### config.mk
export PLATFORM = sky130hd
export DESIGN_NAME = csr_trap_unit
export DESIGN_NICKNAME = d
export VERILOG_FILES = /design/src/rtl/otter_pkg.sv /design/src/rtl/sync_ff.sv /design/src/rtl/csr_trap_unit.sv
export SDC_FILE = /design/constraint.sdc
export NUM_CORES = 1
export LEC_CHECK = 0
export CORE_UTILIZATION = 40
export CTS_CLUSTER_SIZE = 40
export DETAILED_ROUTE_END_ITERATION = 8
export GPL_TIMING_DRIVEN = 0
export PLACE_DENSITY_LB_ADDON = 0.25
export SYNTH_ARGS = -nofsm -noshare
export SYNTH_HDL_FRONTEND = slang
export SYNTH_HIERARCHICAL = 1
export SYNTH_SLANG_ARGS = --single-unit
### constraint.sdc
create_clock -name clk -period 2.6 [get_ports clk]
set_input_delay 0.52 -clock clk [delete_from_list [all_inputs] [get_ports clk]]
set_output_delay 0.52 -clock clk [all_outputs]
set_load 0.01 [all_outputs]
### src/rtl/otter_pkg.sv
// Shared definitions for the Otter core PC/CSR path.
//   PC_SEL_*      : PC mux select encodings (MTVEC and MEPC extend the base set)
//   CSR_*         : machine-mode CSR addresses served by csr_trap_unit
//   csr_op_t      : CSR instruction operation encoding
//   trap_state_t  : trap sequencer states
//   csr_rmw()     : read-modify-write result for a CSR operation
package otter_pkg;

    localparam logic [2:0] PC_SEL_NEXT   = 3'd0;
    localparam logic [2:0] PC_SEL_JALR   = 3'd1;
    localparam logic [2:0] PC_SEL_BRANCH = 3'd2;
    localparam logic [2:0] PC_SEL_JAL    = 3'd3;
    localparam logic [2:0] PC_SEL_MTVEC  = 3'd4;
    localparam logic [2:0] PC_SEL_MEPC   = 3'd5;

    localparam logic [11:0] CSR_MSTATUS = 12'h300;
    localparam logic [11:0] CSR_MIE     = 12'h304;
    localparam logic [11:0] CSR_MTVEC   = 12'h305;
    localparam logic [11:0] CSR_MEPC    = 12'h341;
    localparam logic [11:0] CSR_MCAUSE  = 12'h342;
    localparam logic [11:0] CSR_MIP     = 12'h344;

    localparam logic [31:0] MCAUSE_EXT_INT = 32'h8000_000B;

    typedef enum logic [1:0] {
        CSR_READ  = 2'b00,
        CSR_WRITE = 2'b01,
        CSR_SET   = 2'b10,
        CSR_CLEAR = 2'b11
    } csr_op_t;

    typedef enum logic {
        RUN  = 1'b0,
        TRAP = 1'b1
    } trap_state_t;

    function automatic logic [31:0] csr_rmw(input csr_op_t op,
                                            input logic [31:0] old_val,
                                            input logic [31:0] wdata);
        case (op)
            CSR_WRITE: csr_rmw = wdata;
            CSR_SET:   csr_rmw = old_val | wdata;
            CSR_CLEAR: csr_rmw = old_val & ~wdata;
            default:   csr_rmw = old_val;
        endcase
    endfunction

endpackage

### src/rtl/sync_ff.sv
// Multi-flop synchronizer for a single asynchronous level signal.
//   clk   : destination clock
//   rst_n : asynchronous active-low reset, clears every stage
//   d     : asynchronous input
//   q     : synchronized output, STAGES edges after d settles
module sync_ff #(
    parameter int STAGES = 2
) (
    input  logic clk,
    input  logic rst_n,
    input  logic d,
    output logic q
);

    logic [STAGES-1:0] chain;

    always_ff @(posedge clk or negedge rst_n) begin
        if (!rst_n) begin
            chain <= '0;
        end else begin
            chain <= {chain[STAGES-2:0], d};
        end
    end

    assign q = chain[STAGES-1];

endmodule

### src/rtl/csr_trap_unit.sv
// Machine-mode CSR file and external-interrupt trap sequencer.
//   clk, rst_n            : core clock, asynchronous active-low reset
//   intr                  : asynchronous level interrupt request
//   pc_we                 : instruction boundary strobe
//   pc_count, next_addr   : current PC and PC+4
//   mret, csr_we          : instruction qualifiers (valid with pc_we)
//   csr_op/addr/wdata     : CSR instruction operands
//   csr_rdata             : old value of addressed CSR (combinational)
//   mtvec, mepc           : vectors consumed by the PC mux
//   pc_ovr_valid/sel      : PC mux override for trap entry / mret
//   int_taken             : one-cycle pulse after trap entry
module csr_trap_unit
    import otter_pkg::*;
#(
    parameter logic [31:0] MTVEC_RESET = 32'h0000_0000,
    parameter int          SYNC_STAGES = 2
) (
    input  logic        clk,
    input  logic        rst_n,
    input  logic        intr,
    input  logic        pc_we,
    input  logic [31:0] pc_count,
    input  logic [31:0] next_addr,
    input  logic        mret,
    input  logic        csr_we,
    input  logic [1:0]  csr_op,
    input  logic [11:0] csr_addr,
    input  logic [31:0] csr_wdata,
    output logic [31:0] csr_rdata,
    output logic [31:0] mtvec,
    output logic [31:0] mepc,
    output logic        pc_ovr_valid,
    output logic [2:0]  pc_ovr_sel,
    output logic        int_taken
);

    trap_state_t state_q, state_d;
    logic        pending;
    logic        mie_q, mpie_q, meie_q;
    logic [31:0] mtvec_q, mepc_q, mcause_q;
    logic        csr_commit, trap_go, mret_go;
    logic [31:0] csr_new;

    // The current PC is not needed: the interrupted instruction completes,
    // so the return address is always next_addr.
    logic unused_pc;
    assign unused_pc = ^pc_count;

    sync_ff #(.STAGES(SYNC_STAGES)) u_sync (
        .clk   (clk),
        .rst_n (rst_n),
        .d     (intr),
        .q     (pending)
    );

    always_comb begin
        csr_rdata = 32'h0;
        case (csr_addr)
            CSR_MSTATUS: begin
                csr_rdata[3] = mie_q;
                csr_rdata[7] = mpie_q;
            end
            CSR_MIE:    csr_rdata[11] = meie_q;
            CSR_MTVEC:  csr_rdata     = mtvec_q;
            CSR_MEPC:   csr_rdata     = mepc_q;
            CSR_MCAUSE: csr_rdata     = mcause_q;
            CSR_MIP:    csr_rdata[11] = pending;
            default:    csr_rdata     = 32'h0;
        endcase
    end

    assign csr_commit = pc_we && csr_we && (csr_op != 2'b00);
    assign csr_new    = csr_rmw(csr_op_t'(csr_op), csr_rdata, csr_wdata);

    // Entry is only possible from RUN, which also rules out back-to-back
    // traps; an mret on the same boundary always takes precedence.
    assign trap_go = (state_q == RUN) && pc_we && pending && mie_q && meie_q && !mret;
    assign mret_go = (state_q == RUN) && pc_we && mret;

    always_ff @(posedge clk or negedge rst_n) begin
        if (!rst_n) begin
            state_q <= RUN;
        end else begin
            state_q <= state_d;
        end
    end

    always_comb begin
        state_d      = state_q;
        pc_ovr_valid = 1'b0;
        pc_ovr_sel   = 3'd0;
        case (state_q)
            RUN: begin
                if (trap_go) begin
                    state_d      = TRAP;
                    pc_ovr_valid = 1'b1;
                    pc_ovr_sel   = PC_SEL_MTVEC;
                end else if (mret_go) begin
                    pc_ovr_valid = 1'b1;
                    pc_ovr_sel   = PC_SEL_MEPC;
                end
            end
            TRAP:    state_d = RUN;
            default: state_d = RUN;
        endcase
    end

    // CSR instruction results are applied first; trap entry and mret
    // assignments follow so they win on the fields they touch.
    always_ff @(posedge clk or negedge rst_n) begin
        if (!rst_n) begin
            mie_q    <= 1'b0;
            mpie_q   <= 1'b0;
            meie_q   <= 1'b0;
            mtvec_q  <= MTVEC_RESET;
            mepc_q   <= 32'h0;
            mcause_q <= 32'h0;
        end else begin
            if (csr_commit) begin
                case (csr_addr)
                    CSR_MSTATUS: begin
                        mie_q  <= csr_new[3];
                        mpie_q <= csr_new[7];
                    end
                    CSR_MIE:    meie_q   <= csr_new[11];
                    CSR_MTVEC:  mtvec_q  <= {csr_new[31:2], 2'b00};
                    CSR_MEPC:   mepc_q   <= {csr_new[31:2], 2'b00};
                    CSR_MCAUSE: mcause_q <= csr_new;
                    default: ;
                endcase
            end
            if (trap_go) begin
                mepc_q   <= {next_addr[31:2], 2'b00};
                mcause_q <= MCAUSE_EXT_INT;
                mpie_q   <= mie_q;
                mie_q    <= 1'b0;
            end else if (mret_go) begin
                mie_q  <= mpie_q;
                mpie_q <= 1'b1;
            end
        end
    end

    assign mtvec     = mtvec_q;
    assign mepc      = mepc_q;
    assign int_taken = (state_q == TRAP);

endmodule

==> Word-level counts from Yosys, hierarchy flattened <==
Index checks and enable logic that the tools add are counted.
W data, S select, Z words.
{ "totals": {"in_bits": 116, "word_cells": 71, "regBits": 100} }
{ "op_classes": {"n_reduce_logical": 20, "n_eq_ne": 9, "mux": 30, "n_bitwise": 4} }
{ "ops": {"columns": ["op", "count"], "rows": [
  ["$mux W32", 6],
  ["$pmux W32 S3", 1],
  ["$eq A12 B10 Y1 const B", 6],
  ["$pmux W20 S3", 1],
  ["$and A32 B32 Y32", 1],
  ["$not A32 Y32", 1],
  ["$or A32 B32 Y32", 1],
  ["$pmux W3 S3", 3],
  ["$mux W1", 12],
  ["$reduce_and A2 Y1", 5],
  ["$mux W3", 3],
  ["$logic_and A1 B1 Y1", 8],
  ["$pmux W1 S4", 2],
  ["$reduce_bool A2 Y1", 4],
  ["$reduce_bool A3 Y1", 2],
  ["$pmux W1 S5", 1],
  ["$eq A2 B2 Y1 const B", 2],
  ["$eq A2 B1 Y1 const B", 1],
  ["$pmux W1 S2", 1],
  ["$logic_not A1 Y1", 1],
  ["$not A1 Y1", 1]
]} }

==> Depth between registers and ports, before layout <==
Gate-level depths: netlist of run 1.
{ "depth": {"ltp_word": 8, "depth_mapped": 9, "mapped_depth_nobuf": 6} }

==> Cells and area by module <==
Netlist of run 1, hierarchy kept.
{ "by_module_without_submodules": {"columns": ["module", "instances", "area_per_inst_um2", "cells_per_inst", "seq_area_each_um2"], "rows": [
  ["csr_trap_unit", 1, 6406.1, 708, 2402.3],
  ["sync_ff", 1, 50.0, 2, 50.0]
]} }

==> Worst setup path before layout of run 1 <==
No wires, ideal clock.
{ "synth_timing": {"kind": "in2out", "from": "in csr_addr[2]", "to": "out csr_rdata[17]", "cell_stages": 7, "arrival_ps": 1865, "path_buffers": 2, "path_slack_ps": 215, "path_cell_list": "buf_6 -> or3b_1 -> buf_6 -> nor4_4 -> a22o_1 -> a21oi_1 -> inv_1"} }
{ "synth_via": {"elab_chain_len": 2} }
{ "synth_lines": {"columns": ["element", "line_no", "rtl"], "rows": [
  ["from (decl)", "csr_trap_unit.sv:27", "input logic [11:0] csr_addr,"],
  ["$eq A12 B10 Y1", "csr_trap_unit.sv:58", "case (csr_addr)"],
  ["$pmux W20 S3 *", "csr_trap_unit.sv:58", null],
  ["to (decl)", "csr_trap_unit.sv:29", "output logic [31:0] csr_rdata,"]
]} }
Every way passes the cells marked *; elsewhere a longest branch is shown, timed or not.

==> Final worst setup path of run 1 <==
{ "layout_timing": {"from": "in csr_addr[3]", "to": "out csr_rdata[11]"} }
{ "layout_via": {"elab_chain_len": 2} }
{ "layout_lines": {"columns": ["element", "line_no"], "rows": [
  ["$eq A12 B10 Y1", "csr_trap_unit.sv:58"],
  ["$pmux W1 S5 *", "csr_trap_unit.sv:58"]
]} }
Marks and branches as above.

==> flow_summary.ini, run 1 <==
[outcome]
status = finished with violations
violations = design-rule violations, negative setup slack

[finish]
antenna_cells = 0
fillers = 1411
finalCoreUtilization = 0.601
synthToLayoutAreaGrowth_pct = 47.4
fin_nets = 1060
design_area_um2 = 9520
drive_gt1_frac = 0.249

[route]
wl_um = 26400
wire_per_inst_um = 22.6
drt_iter0_markers = 714
drc = 1
drtPass1Iterations = 9
ant_nets = 0
vias = 7104
routed_via_density = 6.10

[job]
maxCapViolCount = 0

[clock_tree]
clk_latency_ns = 0.36
cts-htree-levels = 3
cts_tree = done
clkSinkCount = 98
cts_buffers = 9
ctsRootBufferMaster = clkbuf_16
clk_path_buf_depth = 2
clkTransAtPathRegs_ns = 0.07
holdBufCountCts = 0

[critical_path]
critPathArrivalTime_ns = 2.08
critical_path_depth = 7
crit_path_start_kind = primary input
crit_family = buffers and inverters
max_stage_delay_ns = 0.33
end_kind = output port
cpMostUsedCell = buf_4
crit_required_ns = 2.08
crit_buf_inv = 4
path_max_fanout = 10
r2r_cells = 11
path_cells = buf_8 -> buf_4 -> and4bb_2 -> buf_4 -> a32oi_1 -> o32ai_4 -> clkdlybuf4s15_2
crit_slowest_cell = o32ai_4
crit_type = in -> out

[place]
port_buffers = 175
place_congestion = 0.931
placed_area_um2 = 8520
dp_hpwl_um = 17900

[global_routing]
antenna_found_initial = 0
grt_remaining_overflow = 0
grt_usage = 0.318
grt_pass1_wl_um = 39300
grt_max_degree = 56
grt_pass1_vias = 6914

[sta]
slew_headroom = 0.431
rsz0062_at_grt = true
setup_viol_count_final = 1
finalClockSkew_ns = 0.00744
slew_violations = 0
finalCritPeriodShare = 1.00
worstMarginPinSlew_ns = 0.853
timing.final.ws_setup_ns = -0.00372
layout_min_cycle_time_ns = 2.60
clock.fmax_ghz = 0.384
timing.setup.tns_ns = -0.00372
hold_viol = 0

[synthesis]
synth_top_area_cell = dfrtp_1
synth_area_leaders = dfrtp_1 38%, nand2_1 5.2%, nand3b_1 3.0%
synth_ff_type = dfrtp_1
synth_seq_area_share = 0.380
synth_cells = 710
yosys-top-cells-count = 98 x dfrtp_1, 90 x nand2_1, 37 x clkbuf_1, 37 x o21ai_0, 31 x nand3_1
async_flop_share = 1.00
syn_area_per_cell_um2 = 9.09
netlist.area_leader.share = 0.380
yosysWarnings = 6
synth_most_common_cell = dfrtp_1
syn_area_um2 = 6460
synth_edf_count = 0
synth_seq_cells = 98
yosysUniqueCellTypes = 68

[power_and_ir_drop]
netSwitchingPower_w = 0.000945
p_sw_frac = 0.275
p_comb_frac = 0.169
p_leak_nw = 4.13
powerDensity_nw_per_um2 = 361
p_clk_frac = 0.385
power.share.sequential = 0.446
intPower_w = 0.00250
max-vdd-ir-drop_mv = 0.302

[floorplanning]
die_width_um = 129
die_h_um = 129
core_um2 = 15800
fp-row-count = 46
dieArea_um2 = 16700
start_util = 0.408
boundaryPins = 217

[hold_path]
hold_path_class = in -> async
kinds of logic (layout without fill, tap and decap cells):
logic type,Yosys count,count (layout),synth area share
XOR/XNOR,23,23,0.0312
buffers and inverters,79,313,0.0572
flip-flops,98,98,0.380
AO/OA/AOI/OAI,230,230,0.275
other,1,5,0.000581
AND/OR/NAND/NOR,263,263,0.228
multiplexers,16,16,0.0279
per-stage QoR:
step | setup WS, ns | instances | total power, W | hold slack, ns
detailed placement | -1.38 | 1106 | 0.00208 | 0.348
finish | -0.00372 | 1164 | 0.00344 | 0.163
floorplan | 0.215 | 714 | 0.00180 | 0.224
global placement | -2.96 | 1105 | 0.00207 | 0.333
CTS | -0.0368 | 1157 | 0.00341 | 0.188
global route | -0.0438 | 1164 | 0.00355 | 0.214
power by group through the flow:
stage	Combinational, W	Sequential, W	Clock, W
2_1_floorplan	0.000241	0.00156	0
6_report	0.000582	0.00153	0.00133
4_1_cts	0.000545	0.00153	0.00133
3_5_place_dp	0.000513	0.00156	0
5_1_grt	0.000617	0.00153	0.00140
3_3_place_gp	0.000505	0.00156	0
registers in the layout, summed over array words and instances, names as in the netlist:
signal and cells:
mie_q 1, mpie_q 1, u_sync/chain 2, meie_q 1, mcause_q 32, int_taken 1
mtvec 30, mepc 30
metal layers:
layer	global-route usage	share of wire	vias up
li1	-	-	3104
met1	0.408	0.41	3466
met2	0.525	0.46	450
met3	0.0619	0.091	84
met4	0.139	0.037	0
met5	0	0	-
layout by cell type (no fill, tap or decap), types with 18 or more instances in the layout:
cell | Yosys | layout
nand3_1 | 31 | 29
and2_1 | 21 | 20
dfrtp_1 | 98 | 98
nand3b_1 | 26 | 26
nor2_1 | 19 | 18
buf_4 | 8 | 53
clkdlybuf4s50_1 | 0 | 131
a22o_1 | 21 | 21
xnor2_1 | 22 | 22
o21ai_0 | 37 | 37
buf_2 | 22 | 32
nand2_1 | 90 | 83
timing repair:
action	CTS	global route
setup endpoints to repair	121	80
pin swaps	26	16
gates resized for setup	237	55
cloned	2	2
buffers inserted	35	8
worst paths after layout:
check,start,endpoint,slack [ns]
min,rst_n,mepc[8]$_DFFE_PN0P_,0.16
max,csr_addr[3],csr_rdata[11],-0.004
max in group asynchronous,rst_n,mtvec[25]$_DFFE_PN0P_,1.74
min in group clk,u_sync/chain[0]$_DFF_PN0_,u_sync/chain[1]$_DFF_PN0_,0.37
min reg2reg,u_sync/chain[0]$_DFF_PN0_,u_sync/chain[1]$_DFF_PN0_,0.37
max reg2reg,mepc[23]$_DFFE_PN0P_,mcause_q[23]$_DFFE_PN0P_,0.37
area by class of cell:
type	count	area, um^2	share of cell area
sequential	98	2450	0.258
clock inverter	4	26.3	0.00276
buffer	70	507	0.0532
multi-input combinational	537	3890	0.408
inverter	7	26.3	0.00276
timing repair buffer	221	2100	0.220
clock buffer	11	253	0.0266
tap	216	270	0.0284
(Power assumes the default switching activity.)
==> inputs of run 2 (changes only) <==
CELL_PAD_IN_SITES_DETAIL_PLACEMENT = 1   (was unset)
CELL_PAD_IN_SITES_GLOBAL_PLACEMENT = 2   (was unset)
CORE_ASPECT_RATIO = 1.25   (was unset)
CORE_UTILIZATION = 27   (was 40)
PLACE_DENSITY = 0.83   (was unset)
PLACE_DENSITY_LB_ADDON = unset   (was 0.25)
==> run 2 against run 1 <==
  * The run now ends clean
  * Sequential share of layout area shrank 0.38 points
  * Fmax grew 1.7%
  * Routed wire length grew 15%
  * Global-route usage shrank 6.9 points
  * Critical path type is now in -> reg
  * Critical endpoint is now mepc[22]$_DFFE_PN0P_
  * Largest cell class unchanged
==> flow_summary.ini, run 2 (synthesis gave the netlist of run 1 again) <==
[clock_tree]
cts_buffers = 9
cts_tree = done
clk_path_buf_depth = 2
ctsRootBufferMaster = clkbuf_16
clk_latency_ns = 0.37
cts-htree-levels = 3
clkSinkCount = 98
holdBufCountCts = 0
clkTransAtPathRegs_ns = 0.07

[sta]
worstMarginPinSlew_ns = 0.815
slew_violations = 0
timing.final.ws_setup_ns = 0.0390
clock.fmax_ghz = 0.390
hold_viol = 0
setup_viol_count_final = 0
rsz0062_at_grt = true
slew_headroom = 0.457
finalClockSkew_ns = 0.00740
finalCritPeriodShare = 0.985
layout_min_cycle_time_ns = 2.56

[route]
drtPass1Iterations = 5
routed_via_density = 5.64
drc = 0
wl_um = 30300
vias = 6959
wire_per_inst_um = 24.6
drt_iter0_markers = 464
ant_nets = 0

[critical_path]
path_cells = clkdlybuf4s50_1 -> buf_4 -> o211ai_4 -> nor2_1 -> clkbuf_4 -> nand3_4 -> clkbuf_4 -> and3_1 -> a221o_1
crit_type = in -> reg
rrSetupSlack_ns = 0.35
crit_required_ns = 2.85
crit_path_start_kind = primary input
r2r_end = mepc[11]$_DFFE_PN0P_
critPathArrivalTime_ns = 2.81
r2r_cells = 7
r2r_start = mie_q$_DFFE_PN0P_
crit_family = buffers and inverters
critical_path_depth = 9
startpoint = csr_op[1]
end_kind = register
endpoint = mepc[22]$_DFFE_PN0P_
path_max_fanout = 10
cpMostUsedCell = clkbuf_4
max_stage_delay_ns = 0.50
crit_slowest_cell = clkdlybuf4s50_1
crit_buf_inv = 4

[floorplanning]
die_h_um = 175
boundaryPins = 217
die_width_um = 140
core_um2 = 23200
fp-row-count = 62
dieArea_um2 = 24500
start_util = 0.278

[global_routing]
antenna_found_initial = 1
grt_remaining_overflow = 0
grt_pass1_wl_um = 45100
grt_usage = 0.249
grt_pass1_vias = 7368
grt_max_degree = 51

[power_and_ir_drop]
powerDensity_nw_per_um2 = 367
p_leak_nw = 4.14
report.power.total_w = 0.00354
max-vdd-ir-drop_mv = 0.301

[place]
port_buffers = 175
dp_hpwl_um = 22000
place_congestion = 0.857
pre_cts_slack_ns = -1.41
placed_area_um2 = 8610

[finish]
multi_input_area_um2 = 3910
seqCellArea_um2 = 2450
mostFrequentLayoutCells = 131 x clkdlybuf4s50_1, 98 x dfrtp_1, 82 x nand2_1, 53 x buf_4, 37 x o21ai_0
fillers = 2654
finalCoreUtilization = 0.416
largest_reg_flops = 32
fin_nets = 1057
synthToLayoutAreaGrowth_pct = 49.6
antenna_cells = 0
design_area_um2 = 9660
regMostFlops = mcause_q
final_common_cell = clkdlybuf4s50_1
drive_gt1_frac = 0.254

[job]
maxCapViolCount = 0

[outcome]
status = finished clean

[hold_path]
hold_path_class = in -> async
[run 2: changes by cell type in the layout (fill, tap and decap cells not counted), moves of 3 or more]
cell           delta
buf_2            -11
buf_6             +3
buf_8             -4
clkbuf_2          +4
dlygate4sd2_1     +3
[run 2: through the flow]
stage | hold slack, ns | cells | setup TNS (ns)
after floorplan | 0.224 | 714 | 0
after global placement | 0.335 | 1177 | -402.65
after detailed placement | 0.342 | 1178 | -99.82
after CTS | 0.227 | 1230 | 0
after global routing | 0.252 | 1234 | -0.0179
final | 0.186 | 1234 | 0
[run 2: worst min path at each step]
stage,start,to,slack [ns]
3_5_place_dp,u_sync/chain[0]$_DFF_PN0_,u_sync/chain[1]$_DFF_PN0_,0.34
4_1_cts,rst_n,mtvec[14]$_DFFE_PN0P_,0.23
2_1_floorplan,rst_n,int_taken$_DFF_PN0_,0.22
3_3_place_gp,u_sync/chain[0]$_DFF_PN0_,u_sync/chain[1]$_DFF_PN0_,0.33
6_report,rst_n,mtvec[14]$_DFFE_PN0P_,0.19
5_1_grt,rst_n,mtvec[14]$_DFFE_PN0P_,0.25
[run 2: area by class of cell]
class / count / area share
timing repair buffer: 221 / 0.219
clock inverter: 6 / 0.00686
clock buffer: 10 / 0.0247
buffer: 67 / 0.0510
tap: 288 / 0.0373
multi-input combinational: 537 / 0.405
inverter: 7 / 0.00272
sequential: 98 / 0.254
[run 2: repair_timing]
item	CTS	global route
buffers inserted	36	7
gates resized for setup	240	47
pin swaps	28	15
cloned	2	0
endpoints found under the setup margin	125	49
[run 2: routing by layer]
metal  GRT usage  wire (um)
met5           0         16
met2       0.430      14900
met3      0.0408       1680
met4       0.122       1290
met1       0.300      12400
[run 2: report_power, final]
part | internal (W) | total (W) | switching (W)
clock | 0.000773 | 0.00143 | 0.000655
sequential | 0.00153 | 0.00153 | 0.00000453
combinational | 0.000258 | 0.000581 | 0.000323
total | 0.00256 | 0.00354 | 0.000983
==> inputs of run 3 (changes only) <==
CORE_ASPECT_RATIO = 2   (was 1.25)
==> run 3 against run 2 <==
  * The flow now finishes with violations (design-rule violations, negative setup slack)
  * Critical path depth unchanged
  * Flip-flop and latch count stayed put
  * Clock skew grew 0.0027 ns
  * Non-clock buffer count decreased by 11
  * First-iteration DRC count down 15%
  * Largest power group unchanged
==> flow_summary.ini, run 3 (synthesis gave the netlist of run 1 again) <==
[outcome]
status = finished with violations
violations = design-rule violations, negative setup slack

[power_and_ir_drop]
p_leak_nw = 4.08
powerDensity_nw_per_um2 = 372
max-vdd-ir-drop_mv = 0.270

[sta]
worst_hold_slack_ns = 0.155
layout_min_cycle_time_ns = 2.62
hold_viol = 0
setup_viol_count_final = 1
clock.fmax_ghz = 0.382
timing.setup.tns_ns = -0.0189
slew_headroom = 0.405
rsz0062_at_grt = true
finalClockSkew_ns = 0.0101
worstMarginPinSlew_ns = 0.893
timing.final.ws_setup_ns = -0.0189
finalCritPeriodShare = 1.01
slew_violations = 0

[critical_path]
path_max_fanout = 6
crit_path_start_kind = primary input
rrSetupSlack_ns = 0.37
crit_required_ns = 2.08
crit_type = in -> out
end_kind = output port
max_stage_delay_ns = 0.38
path_cells = buf_8 -> or3b_1 -> buf_6 -> nor4_4 -> buf_12 -> buf_6 -> a22o_1 -> a21o_1 -> buf_2
crit_slowest_cell = or3b_1
cpMostUsedCell = buf_6
startpoint = csr_addr[3]
r2r_end = mcause_q[18]$_DFFE_PN0P_
r2r_start = mie_q$_DFFE_PN0P_
endpoint = csr_rdata[27]
critPathArrivalTime_ns = 2.10
r2r_cells = 8

[finish]
fillers = 2718
final_common_cell = clkdlybuf4s50_1
mostFrequentLayoutCells = 130 x clkdlybuf4s50_1, 98 x dfrtp_1, 84 x nand2_1, 41 x buf_4, 37 x o21ai_0
regMostFlops = mcause_q
synthToLayoutAreaGrowth_pct = 46.8
largest_reg_flops = 32
drive_gt1_frac = 0.237
fin_nets = 1046

[clock_tree]
ctsRootBufferMaster = clkbuf_16
cts_tree = done
clk_path_buf_depth = 2
clk_latency_ns = 0.36
cts_buffers = 9
clkTransAtPathRegs_ns = 0.06
clkSinkCount = 98
holdBufCountCts = 0
cts-htree-levels = 3

[place]
pre_cts_slack_ns = -1.48
port_buffers = 175
place_congestion = 0.881
dp_hpwl_um = 23400

[global_routing]
grt_max_degree = 60
grt_pass1_wl_um = 46100
grt_usage = 0.255
grt_remaining_overflow = 0
antenna_found_initial = 2
grt_pass1_vias = 7590

[route]
routed.top_layer = met4
met1Wirelength_um = 11000
met2WireLength_um = 16700
vias = 6969
drtPass1Iterations = 7
ant_nets = 0
drt_iter0_markers = 396
wire_per_inst_um = 25.5
routed_via_density = 5.72
wl_um = 31100
drc = 22
wl_met3_um = 1300

[floorplanning]
boundaryPins = 217
dieArea_um2 = 24600
core_um2 = 23300
start_util = 0.277
die_h_um = 221
fp-row-count = 79
die_width_um = 111

[job]
maxCapViolCount = 0

[hold_path]
hold_path_class = in -> async
run 3: layer usage:
metal	vias up	track usage
met1	3531	0.262
met5	-	0
met4	0	0.191
met2	258	0.474
li1	3081	-
met3	99	0.0318
run 3: timing repair:
action | 4_1_cts | 5_1_grt
pin swaps | 26 | 9
setup endpoints to repair | 125 | 58
resized for setup | 230 | 38
setup buffers | 27 | 3
endpoints found under the hold margin | 0 | 0
gates cloned | 1 | 0
run 3: critical path: cells and delay by family:
kind / cells / cell delay, ns
AOI/OAI and AO/OA: 2 / 0.23
buffers and inverters: 5 / 0.66
and+or+nand+nor: 2 / 0.69
run 3: stage by stage:
| step | utilization | instances | area [um^2] | power, W |
|---|---|---|---|---|
| final | 0.406 | 1219 | 9480 | 0.00353 |
| after global routing | 0.406 | 1219 | 9480 | 0.00365 |
| after CTS | 0.404 | 1214 | 9410 | 0.00354 |
| after detailed placement | 0.369 | 1173 | 8600 | 0.00211 |
| after global placement | 0.368 | 1172 | 8580 | 0.00210 |
| after floorplan | - | 714 | 6470 | 0.00180 |
run 3: cell type report:
class                           instances  area [um^2]  share of cell area
Multi-Input combinational cell        537         3870               0.408
Sequential cell                        98         2450               0.259
Timing Repair Buffer                  207         1960               0.207
Buffer                                 70          504              0.0532
Tap cell                              283          354              0.0374
Clock buffer                           10          239              0.0252
Clock inverter                          5         63.8             0.00673
Inverter                                7         26.3             0.00277
Antenna cell                            2         5.00            0.000528
run 3: power by group:
| part | switching, W | leakage, nW | internal, W | total, W |
|---|---|---|---|---|
| clock | 0.000637 | 0.150 | 0.000777 | 0.00141 |
| sequential | 0.00000492 | 1.36 | 0.00153 | 0.00153 |
| combinational | 0.000326 | 2.58 | 0.000254 | 0.000580 |
| total | 0.000969 | 4.08 | 0.00256 | 0.00353 |
run 3: how the worst min path moves through the flow:
stage | startpoint | end | slack [ns] | depth (start not counted)
after floorplan | rst_n | int_taken$_DFF_PN0_ | 0.22 | 0
after global placement | u_sync/chain[0]$_DFF_PN0_ | u_sync/chain[1]$_DFF_PN0_ | 0.34 | 0
after detailed placement | u_sync/chain[0]$_DFF_PN0_ | u_sync/chain[1]$_DFF_PN0_ | 0.36 | 0
after CTS | rst_n | mtvec[23]$_DFFE_PN0P_ | 0.18 | 1
after global routing | rst_n | u_sync/chain[1]$_DFF_PN0_ | 0.21 | 1
final | rst_n | mtvec[21]$_DFFE_PN0P_ | 0.15 | 1
